--- src/rtl/hash_mon_pkg.sv ---
// ---------------------------------------------------------------------------
// hash_mon_pkg
// Shared types and constants for the instruction-hash monitor scheduler.
//   state_e   : scheduler FSM states
//   INST_W    : instruction word width
//   HASH_W    : hash width
//   CNT_W     : mismatch counter width
//   ID_W      : core id field width in the reference-RAM address
//   hash4()   : popcount of an instruction word, modulo 16
// ---------------------------------------------------------------------------
package hash_mon_pkg;

    localparam int INST_W = 32;
    localparam int HASH_W = 4;
    localparam int CNT_W  = 16;
    localparam int ID_W   = 3;

    typedef enum logic [1:0] {
        ST_IDLE  = 2'd0,
        ST_FETCH = 2'd1,
        ST_CHECK = 2'd2
    } state_e;

    // 6-bit popcount; only the low 4 bits form the hash.
    function automatic logic [HASH_W-1:0] hash4(input logic [INST_W-1:0] word);
        logic [5:0] sum;
        sum = '0;
        for (int i = 0; i < INST_W; i++) begin
            sum = sum + {5'd0, word[i]};
        end
        return sum[HASH_W-1:0];
    endfunction

endpackage

--- src/rtl/hash_mon_sched_rr_arbiter.sv ---
// ---------------------------------------------------------------------------
// rr_arbiter
// Rotating-priority arbiter. The request at the pointer position has the
// highest priority; after an accepted grant to index k the pointer moves to
// k+1 (wrapping to 0).
//   clk       : clock
//   rst       : asynchronous active-high reset, pointer -> 0
//   req       : request vector
//   advance   : the current grant was taken, rotate the pointer
//   grant     : one-hot grant (combinational from req and pointer)
//   grant_any : at least one request present
// ---------------------------------------------------------------------------
module rr_arbiter #(
    parameter int N = 4
) (
    input  logic         clk,
    input  logic         rst,
    input  logic [N-1:0] req,
    input  logic         advance,
    output logic [N-1:0] grant,
    output logic         grant_any
);

    localparam int PTR_W = $clog2(N);

    logic [PTR_W-1:0] ptr_q;
    logic [PTR_W-1:0] ptr_d;
    logic             blocked;

    // Distance of an index from the pointer; smaller means higher priority.
    function automatic int rank(input int idx, input int p);
        return (idx >= p) ? (idx - p) : (idx - p + N);
    endfunction

    always_comb begin
        grant   = '0;
        ptr_d   = ptr_q;
        blocked = 1'b0;
        for (int i = 0; i < N; i++) begin
            blocked = 1'b0;
            for (int j = 0; j < N; j++) begin
                if (req[j] && (rank(j, int'(ptr_q)) < rank(i, int'(ptr_q)))) begin
                    blocked = 1'b1;
                end
            end
            if (req[i] && !blocked) begin
                grant[i] = 1'b1;
                ptr_d    = (i == N - 1) ? '0 : PTR_W'(i + 1);
            end
        end
    end

    assign grant_any = |req;

    always_ff @(posedge clk or posedge rst) begin
        if (rst) begin
            ptr_q <= '0;
        end else if (advance && grant_any) begin
            ptr_q <= ptr_d;
        end
    end

endmodule

--- src/rtl/hash_mon_sched.sv ---
// ---------------------------------------------------------------------------
// hash_mon_sched
// Shares one instruction-hash checker among NUM_CORES cores. One core is
// granted at a time (round robin), its 4-bit hash is compared with the value
// read from the reference-hash RAM and a sticky per-core interrupt is raised
// on mismatch.
//
// Optional feature macro: HASH_MON_DEDUP_EN
//   When defined, a request repeating that core's last checked address is
//   accepted without a RAM read or compare (FSM stays in IDLE).
//
// Ports
//   core_sp_clk   : clock, rising edge
//   reset         : asynchronous active-high reset
//   mon_en        : per-core monitoring enable (masks requests)
//   inst_valid    : per-core instruction offer
//   inst_data     : instruction words, core i at [32i+31:32i]
//   inst_addr     : word addresses, core i at [ADDR_W*i +: ADDR_W]
//   inst_ready    : one-hot accept pulse (registered)
//   ref_rd_en     : reference-RAM read strobe (registered)
//   ref_rd_addr   : {core id (3 b), word address}
//   ref_rd_data   : expected hash, valid one cycle after ref_rd_en
//   irq_ack       : clears matching mismatch_irq bit
//   mismatch_irq  : sticky per-core mismatch flags
//   mismatch_cnt  : saturating total mismatch count
//   busy          : FSM not in IDLE
//
// FSM
//   state    | meaning
//   ST_IDLE  | waiting for an eligible request; grant + RAM read on entry
//   ST_FETCH | RAM read in flight
//   ST_CHECK | RAM data valid; compare against latched hash
// ---------------------------------------------------------------------------
module hash_mon_sched
    import hash_mon_pkg::*;
#(
    parameter int NUM_CORES = 4,
    parameter int ADDR_W    = 12
) (
    input  logic                        core_sp_clk,
    input  logic                        reset,
    input  logic [NUM_CORES-1:0]        mon_en,
    input  logic [NUM_CORES-1:0]        inst_valid,
    input  logic [NUM_CORES*INST_W-1:0] inst_data,
    input  logic [NUM_CORES*ADDR_W-1:0] inst_addr,
    output logic [NUM_CORES-1:0]        inst_ready,
    output logic                        ref_rd_en,
    output logic [ADDR_W+ID_W-1:0]      ref_rd_addr,
    input  logic [HASH_W-1:0]           ref_rd_data,
    input  logic [NUM_CORES-1:0]        irq_ack,
    output logic [NUM_CORES-1:0]        mismatch_irq,
    output logic [CNT_W-1:0]            mismatch_cnt,
    output logic                        busy
);

    state_e                   state_q;
    logic [NUM_CORES-1:0]     ready_q;
    logic                     rd_en_q;
    logic [ADDR_W+ID_W-1:0]   rd_addr_q;
    logic [HASH_W-1:0]        hash_q;
    logic [ID_W-1:0]          id_q;
    logic                     pend_q;
    logic [ID_W-1:0]          pend_id_q;
    logic [NUM_CORES-1:0]     irq_q;
    logic [NUM_CORES-1:0]     irq_d;
    logic [CNT_W-1:0]         cnt_q;
    logic [CNT_W-1:0]         cnt_d;

    logic [NUM_CORES-1:0]     req;
    logic [NUM_CORES-1:0]     grant;
    logic                     grant_any;
    logic                     grant_take;
    logic [INST_W-1:0]        sel_data;
    logic [ADDR_W-1:0]        sel_addr;
    logic [ID_W-1:0]          sel_id;
    logic                     dup_hit;

    // A core whose accept pulse is on the wire this cycle may still show its
    // old word; masking it prevents a double accept of the same instruction.
    assign req        = inst_valid & mon_en & ~ready_q;
    assign grant_take = (state_q == ST_IDLE) && grant_any;

    rr_arbiter #(
        .N (NUM_CORES)
    ) u_arb (
        .clk       (core_sp_clk),
        .rst       (reset),
        .req       (req),
        .advance   (grant_take),
        .grant     (grant),
        .grant_any (grant_any)
    );

    always_comb begin
        sel_data = '0;
        sel_addr = '0;
        sel_id   = '0;
        for (int i = 0; i < NUM_CORES; i++) begin
            if (grant[i]) begin
                sel_data = inst_data[i*INST_W +: INST_W];
                sel_addr = inst_addr[i*ADDR_W +: ADDR_W];
                sel_id   = ID_W'(i);
            end
        end
    end

`ifdef HASH_MON_DEDUP_EN
    logic [ADDR_W-1:0] last_addr_q [NUM_CORES];

    always_comb begin
        dup_hit = 1'b0;
        for (int i = 0; i < NUM_CORES; i++) begin
            if (grant[i] && (last_addr_q[i] == sel_addr)) begin
                dup_hit = 1'b1;
            end
        end
    end

    always_ff @(posedge core_sp_clk or posedge reset) begin
        if (reset) begin
            for (int i = 0; i < NUM_CORES; i++) begin
                last_addr_q[i] <= '1;
            end
        end else if (grant_take && !dup_hit) begin
            for (int i = 0; i < NUM_CORES; i++) begin
                if (grant[i]) begin
                    last_addr_q[i] <= sel_addr;
                end
            end
        end
    end
`else
    assign dup_hit = 1'b0;
`endif

    // Compare result is registered into pend_q and applied to the flags one
    // cycle later, giving grant-to-flag latency of three cycles.
    always_ff @(posedge core_sp_clk or posedge reset) begin
        if (reset) begin
            state_q   <= ST_IDLE;
            ready_q   <= '0;
            rd_en_q   <= 1'b0;
            rd_addr_q <= '0;
            hash_q    <= '0;
            id_q      <= '0;
            pend_q    <= 1'b0;
            pend_id_q <= '0;
        end else begin
            ready_q <= '0;
            rd_en_q <= 1'b0;
            pend_q  <= 1'b0;
            case (state_q)
                ST_IDLE: begin
                    if (grant_any) begin
                        ready_q <= grant;
                        if (!dup_hit) begin
                            rd_en_q   <= 1'b1;
                            rd_addr_q <= {sel_id, sel_addr};
                            hash_q    <= hash4(sel_data);
                            id_q      <= sel_id;
                            state_q   <= ST_FETCH;
                        end
                    end
                end
                ST_FETCH: begin
                    state_q <= ST_CHECK;
                end
                ST_CHECK: begin
                    pend_q    <= (ref_rd_data != hash_q);
                    pend_id_q <= id_q;
                    state_q   <= ST_IDLE;
                end
                default: begin
                    state_q <= ST_IDLE;
                end
            endcase
        end
    end

    // A new mismatch wins over a coincident acknowledge.
    always_comb begin
        irq_d = irq_q & ~irq_ack;
        cnt_d = cnt_q;
        if (pend_q) begin
            for (int i = 0; i < NUM_CORES; i++) begin
                if (pend_id_q == ID_W'(i)) begin
                    irq_d[i] = 1'b1;
                end
            end
            if (cnt_q != '1) begin
                cnt_d = cnt_q + CNT_W'(1);
            end
        end
    end

    always_ff @(posedge core_sp_clk or posedge reset) begin
        if (reset) begin
            irq_q <= '0;
            cnt_q <= '0;
        end else begin
            irq_q <= irq_d;
            cnt_q <= cnt_d;
        end
    end

    assign inst_ready   = ready_q;
    assign ref_rd_en    = rd_en_q;
    assign ref_rd_addr  = rd_addr_q;
    assign mismatch_irq = irq_q;
    assign mismatch_cnt = cnt_q;
    assign busy         = (state_q != ST_IDLE);

endmodule

--- config.mk ---
export PLATFORM = sky130hd
export DESIGN_NAME = hash_mon_sched
export DESIGN_NICKNAME = d
export VERILOG_FILES = /design/src/rtl/hash_mon_pkg.sv /design/src/rtl/hash_mon_sched_rr_arbiter.sv /design/src/rtl/hash_mon_sched.sv
export SDC_FILE = /design/constraint.sdc
export NUM_CORES = 1
export LEC_CHECK = 0
export ABC_AREA = 1
export BUFFER_PORTS_ARGS = -buffer_cell sky130_fd_sc_hd__buf_2
export CORE_MARGIN = 1.5
export CORE_UTILIZATION = 40
export DETAILED_ROUTE_END_ITERATION = 10
export PLACE_DENSITY = 0.79
export RECOVER_POWER = 100
export SYNTH_ARGS = -nofsm -noshare
export SYNTH_HDL_FRONTEND = slang
export SYNTH_SLANG_ARGS = --single-unit
--- constraint.sdc ---
create_clock -name core_sp_clk -period 17.2 [get_ports core_sp_clk]
set_clock_uncertainty 0.15 [all_clocks]
set_input_delay 3.44 -clock core_sp_clk [delete_from_list [all_inputs] [get_ports core_sp_clk]]
set_output_delay 3.44 -clock core_sp_clk [all_outputs]
set_load 0.03 [all_outputs]
After elaboration in Yosys (flattened, before gate mapping)
Cells that the tools add are included.

Flip-flop bits (word level): 55. Input port bits: 194. Output and inout port bits: 41. Word-level logic and storage cells: 166.

$add $sub $neg: 39. $lt $le $gt $ge: 19. Equal/unequal tests: 8. Multiplexer cells: 50. Bitwise operators: 5. Reduce and logical (&&, ||, !) cells: 34.

Operators by type and width (count): 32-bit less-than comparator (16); 32-bit 2-to-1 mux (7); 4-bit by 1-bit adder with 4-bit output (28); 32-bit by 4-bit adder with 32-bit output, second input constant (3); 12-bit 2-to-1 mux (4); 1-bit 2-to-1 mux (28); 1-bit logical AND (22); 16-bit by 1-bit adder with 16-bit output, second input constant (1); 16-bit != test, second input constant (1); 4-bit AND (3); 2-bit 2-to-1 mux (6); 4-bit 2-to-1 mux (3); 4-bit inverter (2); 3-bit by 2-bit equality test with 1-bit output, second input constant (2); 2-bit AND reduction (3); 1-bit by 2-bit subtractor with 3-bit output, first input constant (2); 2-bit by 2-bit subtractor with 3-bit output, first input constant (2); 3-bit by 1-bit adder with 4-bit output (1); 1-bit by 2-bit >= comparator with 1-bit output, first input constant (2); 1-bit zero test (4); 4-bit != test (1); 2-bit case mux with 2 select lines (1); 4-bit nonzero test (1); 4-bit OR reduction (1); 11 further kinds (11).

Logic depth before layout (Yosys ltp)
Gate-level depths: netlist of run 1.

Depth after elaboration: 47. Mapped depth: 29. Depth with buffers taken out: 28.

Cells and area by module
From an unflattened synthesis of run 1, not the netlist that was laid out.

Cell total of the unflattened synthesis: 696. Area total of the unflattened synthesis: 4660.7 um2.

By module, submodules not included: hash_mon_sched (instances 1, cells an instance 642, area each 4339.2 um2, seq. area each 1201.2 um2); rr_arbiter (instances 1, cells an instance 54, area each 321.6 um2, seq. area each 50.0 um2).

Worst setup path after synthesis of run 1
No wires, ideal clock.

Kind: input to register. Start: in inst_valid[0]. End: reg hash_q[2]. Setup time: 83 ps. Arrival: 8321 ps. Required time: 16967 ps. Setup slack: 8647 ps. Stages on the path: 24. Buffers on the path: 2. Cells stage by stage: nand2_1 > nor2_2 > nand2_1 > nand2_1 > nor2_4 > buf_8 > buf_4 > nand2_1 > nand4_1 > fa_1 > inv_1 > fa_1 > fa_1 > inv_1 > fa_1 > inv_1 > fa_1 > fa_1 > inv_1 > ha_1 > inv_1 > fa_1 > xor2_1 > o21ai_0.

Cells in the longest elaborated chain, start to end: 45. Elaborated cells between the ends (all ways): 71. Those cells by class: add/sub (31); mux (24); bitwise (2); reduce/logical (14).

RTL lines: from (decl) (RTL line hash_mon_sched.sv:43) `input logic [NUM_CORES-1:0] inst_valid,`; 4-bit AND * (2 in series) (RTL line hash_mon_sched.sv:80) `assign req = inst_valid & mon_en & ~ready_q;`; 1-bit logical AND (RTL line hash_mon_sched_rr_arbiter.sv:42) `if (req[j] && (rank(j, int'(ptr_q)) < rank(i, int'(ptr_q)))) begin`; 1-bit 2-to-1 mux (4 in series) (RTL line hash_mon_sched_rr_arbiter.sv:42); 1-bit zero test (RTL line hash_mon_sched_rr_arbiter.sv:46) `if (req[i] && !blocked) begin`; 1-bit logical AND (RTL line hash_mon_sched_rr_arbiter.sv:46); 1-bit 2-to-1 mux (RTL line hash_mon_sched_rr_arbiter.sv:46); 32-bit 2-to-1 mux (4 in series) (RTL line hash_mon_sched.sv:99) `if (grant[i]) begin`; 1-bit by 1-bit adder with 2-bit output (RTL line hash_mon_pkg.sv:29) `sum = sum + {5'd0, word[i]};`; 2-bit by 1-bit adder with 3-bit output (RTL line hash_mon_pkg.sv:29); 3-bit by 1-bit adder with 4-bit output (RTL line hash_mon_pkg.sv:29); 4-bit by 1-bit adder with 4-bit output (28 in series) (RTL line hash_mon_pkg.sv:29); to (signal assigned) (RTL line hash_mon_sched.sv:159) `hash_q <= hash4(sel_data);`; to (decl) (RTL line hash_mon_sched.sv:60) `logic [HASH_W-1:0] hash_q;`.

Mark *: on every way between the ends. The rest lies on a longest branch, timed or not. A chain may end at the register's enable or synchronous reset.

Final worst setup path of run 1
Start: in inst_valid[3]. End: reg hash_q[2].

Cells in the longest elaborated chain, start to end: 42. Elaborated cells between the ends (all ways): 59. Those cells by class: add/sub (31); mux (12); bitwise (2); reduce/logical (14).

RTL lines (RTL line): 4-bit AND * (2 in series) (hash_mon_sched.sv:80); 1-bit logical AND (hash_mon_sched_rr_arbiter.sv:42); 1-bit 2-to-1 mux (hash_mon_sched_rr_arbiter.sv:42); 1-bit zero test (hash_mon_sched_rr_arbiter.sv:46); 1-bit logical AND (hash_mon_sched_rr_arbiter.sv:46); 1-bit 2-to-1 mux (hash_mon_sched_rr_arbiter.sv:46); 32-bit 2-to-1 mux (4 in series) (hash_mon_sched.sv:99); 1-bit by 1-bit adder with 2-bit output (hash_mon_pkg.sv:29); 2-bit by 1-bit adder with 3-bit output (hash_mon_pkg.sv:29); 3-bit by 1-bit adder with 4-bit output (hash_mon_pkg.sv:29); 4-bit by 1-bit adder with 4-bit output (28 in series) (hash_mon_pkg.sv:29).

Marked as above.

==> load_flow_metrics.sql, run 1 <==
INSERT INTO impl_metrics (metric_group, metric, value, unit) VALUES
('logic_synthesis', 'synth_enable_flop_cells', '0', ''),
('final_layout', 'area_growth', '27.7', '%'),
('timing', 'totalNegativeSetupSlack', '0', 'ns'),
('clock_network', 'cts-resized-gates', '0', ''),
('drt', 'vias', '4999', ''),
('place', 'dpl_cell_area', '0.00585', 'mm2'),
('logic_synthesis', 'ys_seq_elements', '50', ''),
('logic_synthesis', 'synth-warning-count', '0', ''),
('floorplanning', 'die_width', '111', 'um'),
('drt', 'vias_per_instance', '4.65', ''),
('floorplanning', 'core_region_area', '0.0114', 'mm2'),
('floorplanning', 'dieArea', '0.0124', 'mm2'),
('place', 'port_buffers', '233', ''),
('run_status', 'run_status', 'finished with violations', ''),
('setup_path', 'reg_to_reg_critical_path_endpoint', 'hash_q[2]', ''),
('setup_path', 'timing.critical_path.slowest_cell_delay', '1.41', 'ns'),
('floorplanning', 'io-pin-count', '235', ''),
('power', 'power.leakage', '3.48', 'nW'),
('timing', 'fin_worst_hold_slack', '0.300', 'ns'),
('logic_synthesis', 'post_synth_num_cell_types', '32', ''),
('setup_path', 'rr_worst_depth', '25', ''),
('setup_path', 'worst_setup_path_start_kind', 'primary input', ''),
('power', 'share_comb_of_total_power', '0.785', ''),
('final_layout', 'fin_util', '0.524', ''),
('clock_network', 'ctsHoldBuffers', '0', ''),
('global_routing', 'grt_pass1_vias', '4918', ''),
('global_routing', 'antenna_found_initial', '0', ''),
('clock_network', 'clk_root_buffer_cell', 'sky130_fd_sc_hd__clkbuf_16', ''),
('logic_synthesis', 'post_synthesis_instance_area', '0.00468', 'mm2'),
('run_status', 'failed_checks', 'max-capacitance violations, max-slew violations', ''),
('place', 'place_congestion', '0.851', ''),
('final_layout', 'postLayoutCellArea', '0.00598', 'mm2'),
('final_layout', 'insertedDiodeCount', '0', ''),
('timing', 'clock_period_minus_final_worst_setup_slack', '10.25', 'ns'),
('drt', 'routed_wl_per_cell', '12.7', 'um'),
('drt', 'route.final.wire_length', '13600', 'um'),
('timing', 'timing.max_slew.rel_slack', '-0.313', ''),
('final_layout', 'finish.net_count', '1158', ''),
('flow_run', 'maxCapViolCount', '3', ''),
('setup_path', 'regToRegStartpoint', 'u_arb.ptr_q[1]', ''),
('logic_synthesis', 'synthesized_nets', '940', ''),
('timing', 'drv_slew', '127', ''),
('clock_network', 'numCtsBuffers', '5', ''),
('power', 'seq_power_share', '0.128', ''),
('power', 'power.clock.fraction', '0.087', ''),
('global_routing', 'grt_first_pass_wirelength', '22300', 'um'),
('setup_path', 'path_delay_family', 'adder cells', ''),
('setup_path', 'critical_path.most_common_cell', 'sky130_fd_sc_hd__fa_1', ''),
('drt', 'detail-route-antenna-nets', '0', ''),
('drt', 'drt_pass1_iterations', '5', ''),
('floorplanning', 'initial_utilization', '0.410', ''),
('min_path', 'min-delay-path-class', 'flop to flop', ''),
('timing', 'min_period_over_period', '0.596', ''),
('drt', 'drt_first_iter_violations', '437', ''),
('global_routing', 'grt_overflow', '0', ''),
('logic_synthesis', 'synthesis.instances', '712', ''),
('logic_synthesis', 'synth.yosys.seq_area_share', '0.267', ''),
('power', 'power.density', '250', 'mW/mm2'),
('setup_path', 'end_point_of_the_critical_path', 'hash_q[2]', ''),
('power', 'power.internal', '0.738', 'mW'),
('setup_path', 'critical_setup_path_kind', 'primary input to flop', ''),
('setup_path', 'path_depth', '23', ''),
('setup_path', 'worst_setup_path_end_kind', 'flop', ''),
('setup_path', 'crit_fanout', '40', ''),
('floorplanning', 'die_h', '111', 'um'),
('timing', 'slew_of_the_pin_with_the_lowest_slew_margin', '1.97', 'ns'),
('clock_network', 'cts_clock_pin_slew_for_the_worst_setup_and_hold_paths', '0.06', 'ns'),
('floorplanning', 'num_rows', '39', ''),
('clock_network', 'cts.sink_count', '50', ''),
('power', 'sw_frac_of_total', '0.506', ''),
('setup_path', 'path_buf_inv', '7', '');
[layout make-up]
cell class | instances | share of cell area
Inverter | 126 | 0.0791
Multi-Input combinational cell | 509 | 0.458
Timing Repair Buffer | 238 | 0.191
Clock buffer | 6 | 0.0232
Tap cell | 143 | 0.0299
Clock inverter | 2 | 0.0100
Sequential cell | 50 | 0.209
[worst min path at each step]
stage | startpoint | endpoint | slack, ns | cells past startpoint
after detailed placement | state_q[1] | state_q[1] | 0.29 | 1
after global placement | state_q[1] | state_q[1] | 0.29 | 1
final | state_q[1] | state_q[1] | 0.30 | 1
after CTS | state_q[1] | state_q[1] | 0.30 | 1
after floorplan | state_q[1] | state_q[1] | 0.27 | 1
after global routing | state_q[1] | state_q[1] | 0.32 | 1
[worst register-to-register path, stage by stage, from the launching register on]
cell and delay [ns]:
sky130_fd_sc_hd__dfrtp_1 0.39, sky130_fd_sc_hd__inv_1 0.09, sky130_fd_sc_hd__ha_1 0.22, sky130_fd_sc_hd__nor2_1 0.15, sky130_fd_sc_hd__inv_1 0.06, sky130_fd_sc_hd__nand2_1 0.05
sky130_fd_sc_hd__nand2_1 0.07, sky130_fd_sc_hd__nor2_4 0.07, sky130_fd_sc_hd__clkbuf_1 1.41, sky130_fd_sc_hd__inv_1 0.44, sky130_fd_sc_hd__nor2_1 0.21, sky130_fd_sc_hd__nor2_1 0.08
sky130_fd_sc_hd__fa_1 0.50, sky130_fd_sc_hd__inv_1 0.06, sky130_fd_sc_hd__fa_1 0.52, sky130_fd_sc_hd__fa_1 0.44, sky130_fd_sc_hd__fa_1 0.54, sky130_fd_sc_hd__inv_1 0.05
sky130_fd_sc_hd__fa_1 0.51, sky130_fd_sc_hd__fa_1 0.48, sky130_fd_sc_hd__inv_1 0.06, sky130_fd_sc_hd__ha_1 0.16, sky130_fd_sc_hd__inv_1 0.06, sky130_fd_sc_hd__fa_1 0.37
sky130_fd_sc_hd__xor2_1 0.14, sky130_fd_sc_hd__o21ai_0 0.11
[per-layer routing]
metal / global-route usage / up-vias / wire, um
li1: - / 2568 / -
met1: 0.264 / 2232 / 5780
met2: 0.416 / 181 / 6870
met3: 0.0262 / 18 / 710
met4: 0.0565 / 0 / 260
met5: 0 / - / 0
[placed cells by master, fill, tap and decap left out, types with 2 or more instances in the layout]
master | synthesis | final
sky130_fd_sc_hd__nand2_1 | 289 | 289
sky130_fd_sc_hd__buf_2 | 11 | 192
sky130_fd_sc_hd__inv_1 | 125 | 126
sky130_fd_sc_hd__dfrtp_1 | 50 | 50
sky130_fd_sc_hd__clkbuf_1 | 0 | 44
sky130_fd_sc_hd__nor2_1 | 33 | 36
sky130_fd_sc_hd__nand3_1 | 30 | 30
sky130_fd_sc_hd__a21oi_1 | 29 | 29
sky130_fd_sc_hd__o21ai_0 | 12 | 25
sky130_fd_sc_hd__fa_1 | 24 | 24
sky130_fd_sc_hd__xor2_1 | 16 | 16
sky130_fd_sc_hd__nand4_1 | 11 | 11
sky130_fd_sc_hd__nor3_1 | 10 | 10
sky130_fd_sc_hd__ha_1 | 10 | 10
sky130_fd_sc_hd__nor2_4 | 5 | 6
sky130_fd_sc_hd__nand2_2 | 6 | 6
sky130_fd_sc_hd__clkbuf_16 | 0 | 5
sky130_fd_sc_hd__o21ai_1 | 15 | 3
sky130_fd_sc_hd__xnor2_1 | 3 | 3
sky130_fd_sc_hd__o32ai_1 | 2 | 2
sky130_fd_sc_hd__or2_2 | 2 | 2
sky130_fd_sc_hd__bufinv_16 | 0 | 2
sky130_fd_sc_hd__buf_4 | 9 | 2
[logic make-up (layout without fill, tap and decap cells)]
group                    count (synthesis)  count (layout)  synth area share
adder cells (fa/ha/maj)                 34              34             0.129
XOR/XNOR                                19              19            0.0355
other                                    1               1          0.000801
flip-flops                              50              50             0.267
AO/OA/AOI/OAI                           62              62            0.0700
AND/OR/NAND/NOR                        393             393             0.350
buffers and inverters                  153             372             0.147
[flip-flops by register name, summed over array words and instances, names as in the netlist]
register / flops
pend_q: 1
inst_ready: 4
ref_rd_addr: 14
mismatch_irq: 4
u_arb.ptr_q: 2
mismatch_cnt: 16
hash_q: 4
state_q: 2
ref_rd_en: 1
pend_id_q: 2
[synthesized netlist by cell type (all sizes together) (2+ instances only)]
cell type	n	share of area
o21ai	28	0.031
fa	24	0.10
nand4	11	0.015
nor2	43	0.045
xnor2	3	0.0056
xor2	16	0.030
dfrtp	50	0.27
or2	2	0.0027
a21oi	29	0.031
o32ai	2	0.0037
nand2	295	0.24
inv	126	0.10
buf	27	0.046
nor3	11	0.014
ha	10	0.027
nand3	30	0.032
[metrics by stage]
step	setup WS (ns)	power, mW
2_1_floorplan	8.65	1.16
3_3_place_gp	7.86	1.36
3_5_place_dp	7.74	1.40
4_1_cts	8.04	1.54
5_1_grt	6.36	1.72
6_report	6.95	1.49
[power groups by stage]
stage / clock [mW] / sequential [mW] / combinational, mW
2_1_floorplan: 0 / 0.234 / 0.923
3_3_place_gp: 0 / 0.191 / 1.16
3_5_place_dp: 0 / 0.192 / 1.21
4_1_cts: 0.133 / 0.190 / 1.21
5_1_grt: 0.138 / 0.196 / 1.39
6_report: 0.131 / 0.191 / 1.17
(Power assumes the default switching activity.)
==> run 2: changes to the inputs <==
--- a/config.mk
+++ b/config.mk
@@ -10,7 +10,7 @@
 export CORE_MARGIN = 1.5
 export CORE_UTILIZATION = 40
 export DETAILED_ROUTE_END_ITERATION = 10
-export PLACE_DENSITY = 0.79
+export PLACE_DENSITY = 0.82
 export RECOVER_POWER = 100
 export SYNTH_ARGS = -nofsm -noshare
 export SYNTH_HDL_FRONTEND = slang
==> constraint.sdc (replaced) <==
create_clock -name core_sp_clk -period 8.5 [get_ports core_sp_clk]
set_clock_uncertainty 0.15 [all_clocks]
set_input_delay 1.7 -clock core_sp_clk [delete_from_list [all_inputs] [get_ports core_sp_clk]]
set_output_delay 1.7 -clock core_sp_clk [all_outputs]
set_load 0.03 [all_outputs]
==> run 2 against run 1 <==
Compared with the run above: the flow still finishes with violations (max-capacitance violations, max-slew violations); clock power rose by 48%; first-iteration DRC count shrank 31%; global-route usage rose by 0.75 points; largest cell class unchanged.
==> load_flow_metrics.sql, run 2 (same netlist as run 1, synthesis figures left out) <==
INSERT INTO impl_metrics (metric_group, metric, value, unit) VALUES
('drt', 'vias_per_instance', '4.76', ''),
('setup_path', 'critical_path.most_common_cell', 'sky130_fd_sc_hd__fa_1', ''),
('timing', 'slew_of_the_pin_with_the_lowest_slew_margin', '2.71', 'ns'),
('drt', 'route.final.wire_length', '14100', 'um'),
('clock_network', 'clock_tree_from_tritoncts', 'done', ''),
('drt', 'routed_wl_per_cell', '13.0', 'um'),
('timing', 'rsz0062_at_grt', 'false', ''),
('timing', 'clock.fmax', '135', 'MHz'),
('place', 'place_congestion', '0.958', ''),
('place', 'placed_cells', '1071', ''),
('setup_path', 'worst_setup_path_start_kind', 'primary input', ''),
('timing', 'timing.final.ws_setup', '1.12', 'ns'),
('flow_run', 'maxCapViolCount', '2', ''),
('setup_path', 'critical_setup_path_kind', 'primary input to flop', ''),
('floorplanning', 'core_region_area', '0.0114', 'mm2'),
('clock_network', 'cts_setup_buffers', '0', ''),
('place', 'preCtsSetupSlack', '0.888', 'ns'),
('final_layout', 'largest_register_ff_count', '16', ''),
('drt', 'vias', '5126', ''),
('drt', 'detail-route-antenna-nets', '0', ''),
('setup_path', 'regToRegStartpoint', 'u_arb.ptr_q[1]', ''),
('timing', 'finalSetupViolCount', '0', ''),
('drt', 'drt_first_iter_violations', '303', ''),
('final_layout', 'multiInputGateArea', '0.00273', 'mm2'),
('global_routing', 'largest_net_degree_at_the_start_of_global_routing', '51', ''),
('min_path', 'min-delay-path-class', 'flop to flop', ''),
('timing', 'totalNegativeSetupSlack', '0', 'ns'),
('setup_path', 'rrSetupSlack', '2.03', 'ns'),
('run_status', 'failed_checks', 'max-capacitance violations, max-slew violations', ''),
('setup_path', 'worst_ep_required_time', '8.45', 'ns'),
('clock_network', 'cts-resized-gates', '0', ''),
('min_path', 'timing.hold.worst_path_depth', '1', ''),
('final_layout', 'finish.net_count', '1163', ''),
('final_layout', 'register_area', '0.00125', 'mm2'),
('setup_path', 'timing.critical_path.slowest_cell_delay', '0.56', 'ns'),
('final_layout', 'filler_cell_count', '1206', ''),
('place', 'port_buffers', '233', ''),
('clock_network', 'clock_path_buffers', '2', ''),
('timing', 'clock_period_minus_final_worst_setup_slack', '7.38', 'ns'),
('final_layout', 'insertedDiodeCount', '0', ''),
('final_layout', 'area_growth', '27.1', '%'),
('final_layout', 'drive_gt1_frac', '0.237', ''),
('final_layout', 'instances_no_fill', '1078', ''),
('power', 'worst_ir_drop_vdd', '0.567', 'mV'),
('timing', 'min_period_over_period', '0.868', ''),
('drt', 'drt_pass1_iterations', '5', ''),
('setup_path', 'reg_to_reg_critical_path_endpoint', 'hash_q[2]', ''),
('timing', 'timing.max_slew.rel_slack', '-0.807', ''),
('min_path', 'hold_end', 'state_q[1]', ''),
('min_path', 'worst_hold_startpoint', 'state_q[1]', ''),
('clock_network', 'clock_insertion_delay_at_the_later_pin_of_the_skew_report', '0.29', 'ns'),
('clock_network', 'numCtsBuffers', '5', ''),
('power', 'power.density', '501', 'mW/mm2'),
('drt', 'remaining_drc_errors', '0', ''),
('global_routing', 'grt_usage', '0.228', ''),
('power', 'power.leakage', '3.48', 'nW'),
('clock_network', 'cts_clock_pin_slew_for_the_worst_setup_and_hold_paths', '0.06', 'ns'),
('global_routing', 'grt_first_pass_wirelength', '23000', 'um'),
('setup_path', 'cpMaxStageDelayCell', 'sky130_fd_sc_hd__fa_1', ''),
('global_routing', 'grt_overflow', '0', ''),
('clock_network', 'clk_root_buffer_cell', 'sky130_fd_sc_hd__clkbuf_16', ''),
('setup_path', 'cp.arrival', '7.33', 'ns'),
('final_layout', 'mostFrequentLayoutCell', 'sky130_fd_sc_hd__nand2_1', ''),
('clock_network', 'cts_max_level', '2', ''),
('clock_network', 'cts.sink_count', '50', ''),
('floorplanning', 'io-pin-count', '235', ''),
('setup_path', 'path_cells', 'clkbuf_1 -> nand2_1 -> nor2_1 -> nand2_1 -> nor2_4 -> buf_4 -> nand2_1 -> nand3_1 -> a21oi_1 -> fa_1 -> inv_1 -> fa_1 -> fa_1 -> fa_1 -> inv_1 -> fa_1 -> fa_1 -> inv_1 -> ha_1 -> inv_1 -> fa_1 -> xor2_1 -> o21ai_0', ''),
('final_layout', 'fin_util', '0.521', ''),
('timing', 'finalHoldViolations', '0', ''),
('place', 'hpwl', '11200', 'um'),
('setup_path', 'worst_setup_path_end_kind', 'flop', ''),
('floorplanning', 'dieArea', '0.0124', 'mm2'),
('global_routing', 'grt_pass1_vias', '5028', ''),
('final_layout', 'commonest_cells_after_routing_fill_and_taps_aside', 'sky130_fd_sc_hd__nand2_1 (289), sky130_fd_sc_hd__buf_2 (192), sky130_fd_sc_hd__inv_1 (126)', ''),
('floorplanning', 'initial_utilization', '0.410', ''),
('clock_network', 'ctsHoldBuffers', '0', ''),
('setup_path', 'rr_worst_depth', '24', ''),
('timing', 'fin_worst_hold_slack', '0.300', 'ns'),
('global_routing', 'antenna_found_initial', '0', ''),
('floorplanning', 'num_rows', '39', ''),
('run_status', 'run_status', 'finished with violations', ''),
('floorplanning', 'die_width', '111', 'um'),
('floorplanning', 'die_h', '111', 'um'),
('timing', 'drv_slew', '86', ''),
('setup_path', 'crit_fanout', '21', '');
run 2: how the worst max path moves through the flow:
stage | slack (ns) | cells after the start | startpoint | endpoint
6_report | 1.12 | 23 | inst_valid[2] | hash_q[2]
3_5_place_dp | 0.89 | 24 | inst_valid[3] | hash_q[2]
4_1_cts | 1.19 | 24 | inst_valid[3] | hash_q[2]
2_1_floorplan | 1.69 | 24 | inst_valid[0] | hash_q[2]
5_1_grt | 0.66 | 23 | inst_valid[2] | hash_q[2]
3_3_place_gp | 1.07 | 25 | inst_valid[3] | hash_q[3]
run 2: layout make-up:
| cell class | instances | share of cell area |
|---|---|---|
| clock inverters | 2 | 0.00252 |
| well taps | 143 | 0.0301 |
| clock buffers | 5 | 0.0210 |
| multi-input cells | 509 | 0.458 |
| inverters | 126 | 0.0794 |
| flip-flops and latches | 50 | 0.210 |
| repair buffers | 243 | 0.199 |
run 2: layer usage:
layer / track usage / share of wire / routed length, um / vias up
li1: - / - / - / 2586
met1: 0.263 / 0.39 / 5450 / 2268
met2: 0.426 / 0.51 / 7140 / 241
met3: 0.0306 / 0.070 / 983 / 31
met4: 0.0861 / 0.034 / 478 / 0
met5: 0 / 0 / 0 / -
run 2: critical path, delay by kind of cell:
| kind | cells | cell delay, ns |
|---|---|---|
| XOR/XNOR | 1 | 0.14 |
| buffers and inverters | 6 | 0.72 |
| adder cells (fa/ha/maj) | 8 | 3.60 |
| AND/OR/NAND/NOR | 6 | 0.99 |
| AO/OA/AOI/OAI | 2 | 0.18 |
run 2: stage by stage:
stage / cell area [um2] / power, mW
CTS: 6030 / 3.07
detailed placement: 5890 / 2.89
global route: 5950 / 3.45
floorplan: 4680 / 2.34
global placement: 5890 / 2.74
finish: 5950 / 2.98
run 2: power by group:
group | total (mW) | internal (mW) | switching (mW)
Sequential | 0.387 | 0.325 | 0.0613
Clock | 0.194 | 0.107 | 0.0867
Combinational | 2.40 | 0.999 | 1.40
Total | 2.98 | 1.43 | 1.55
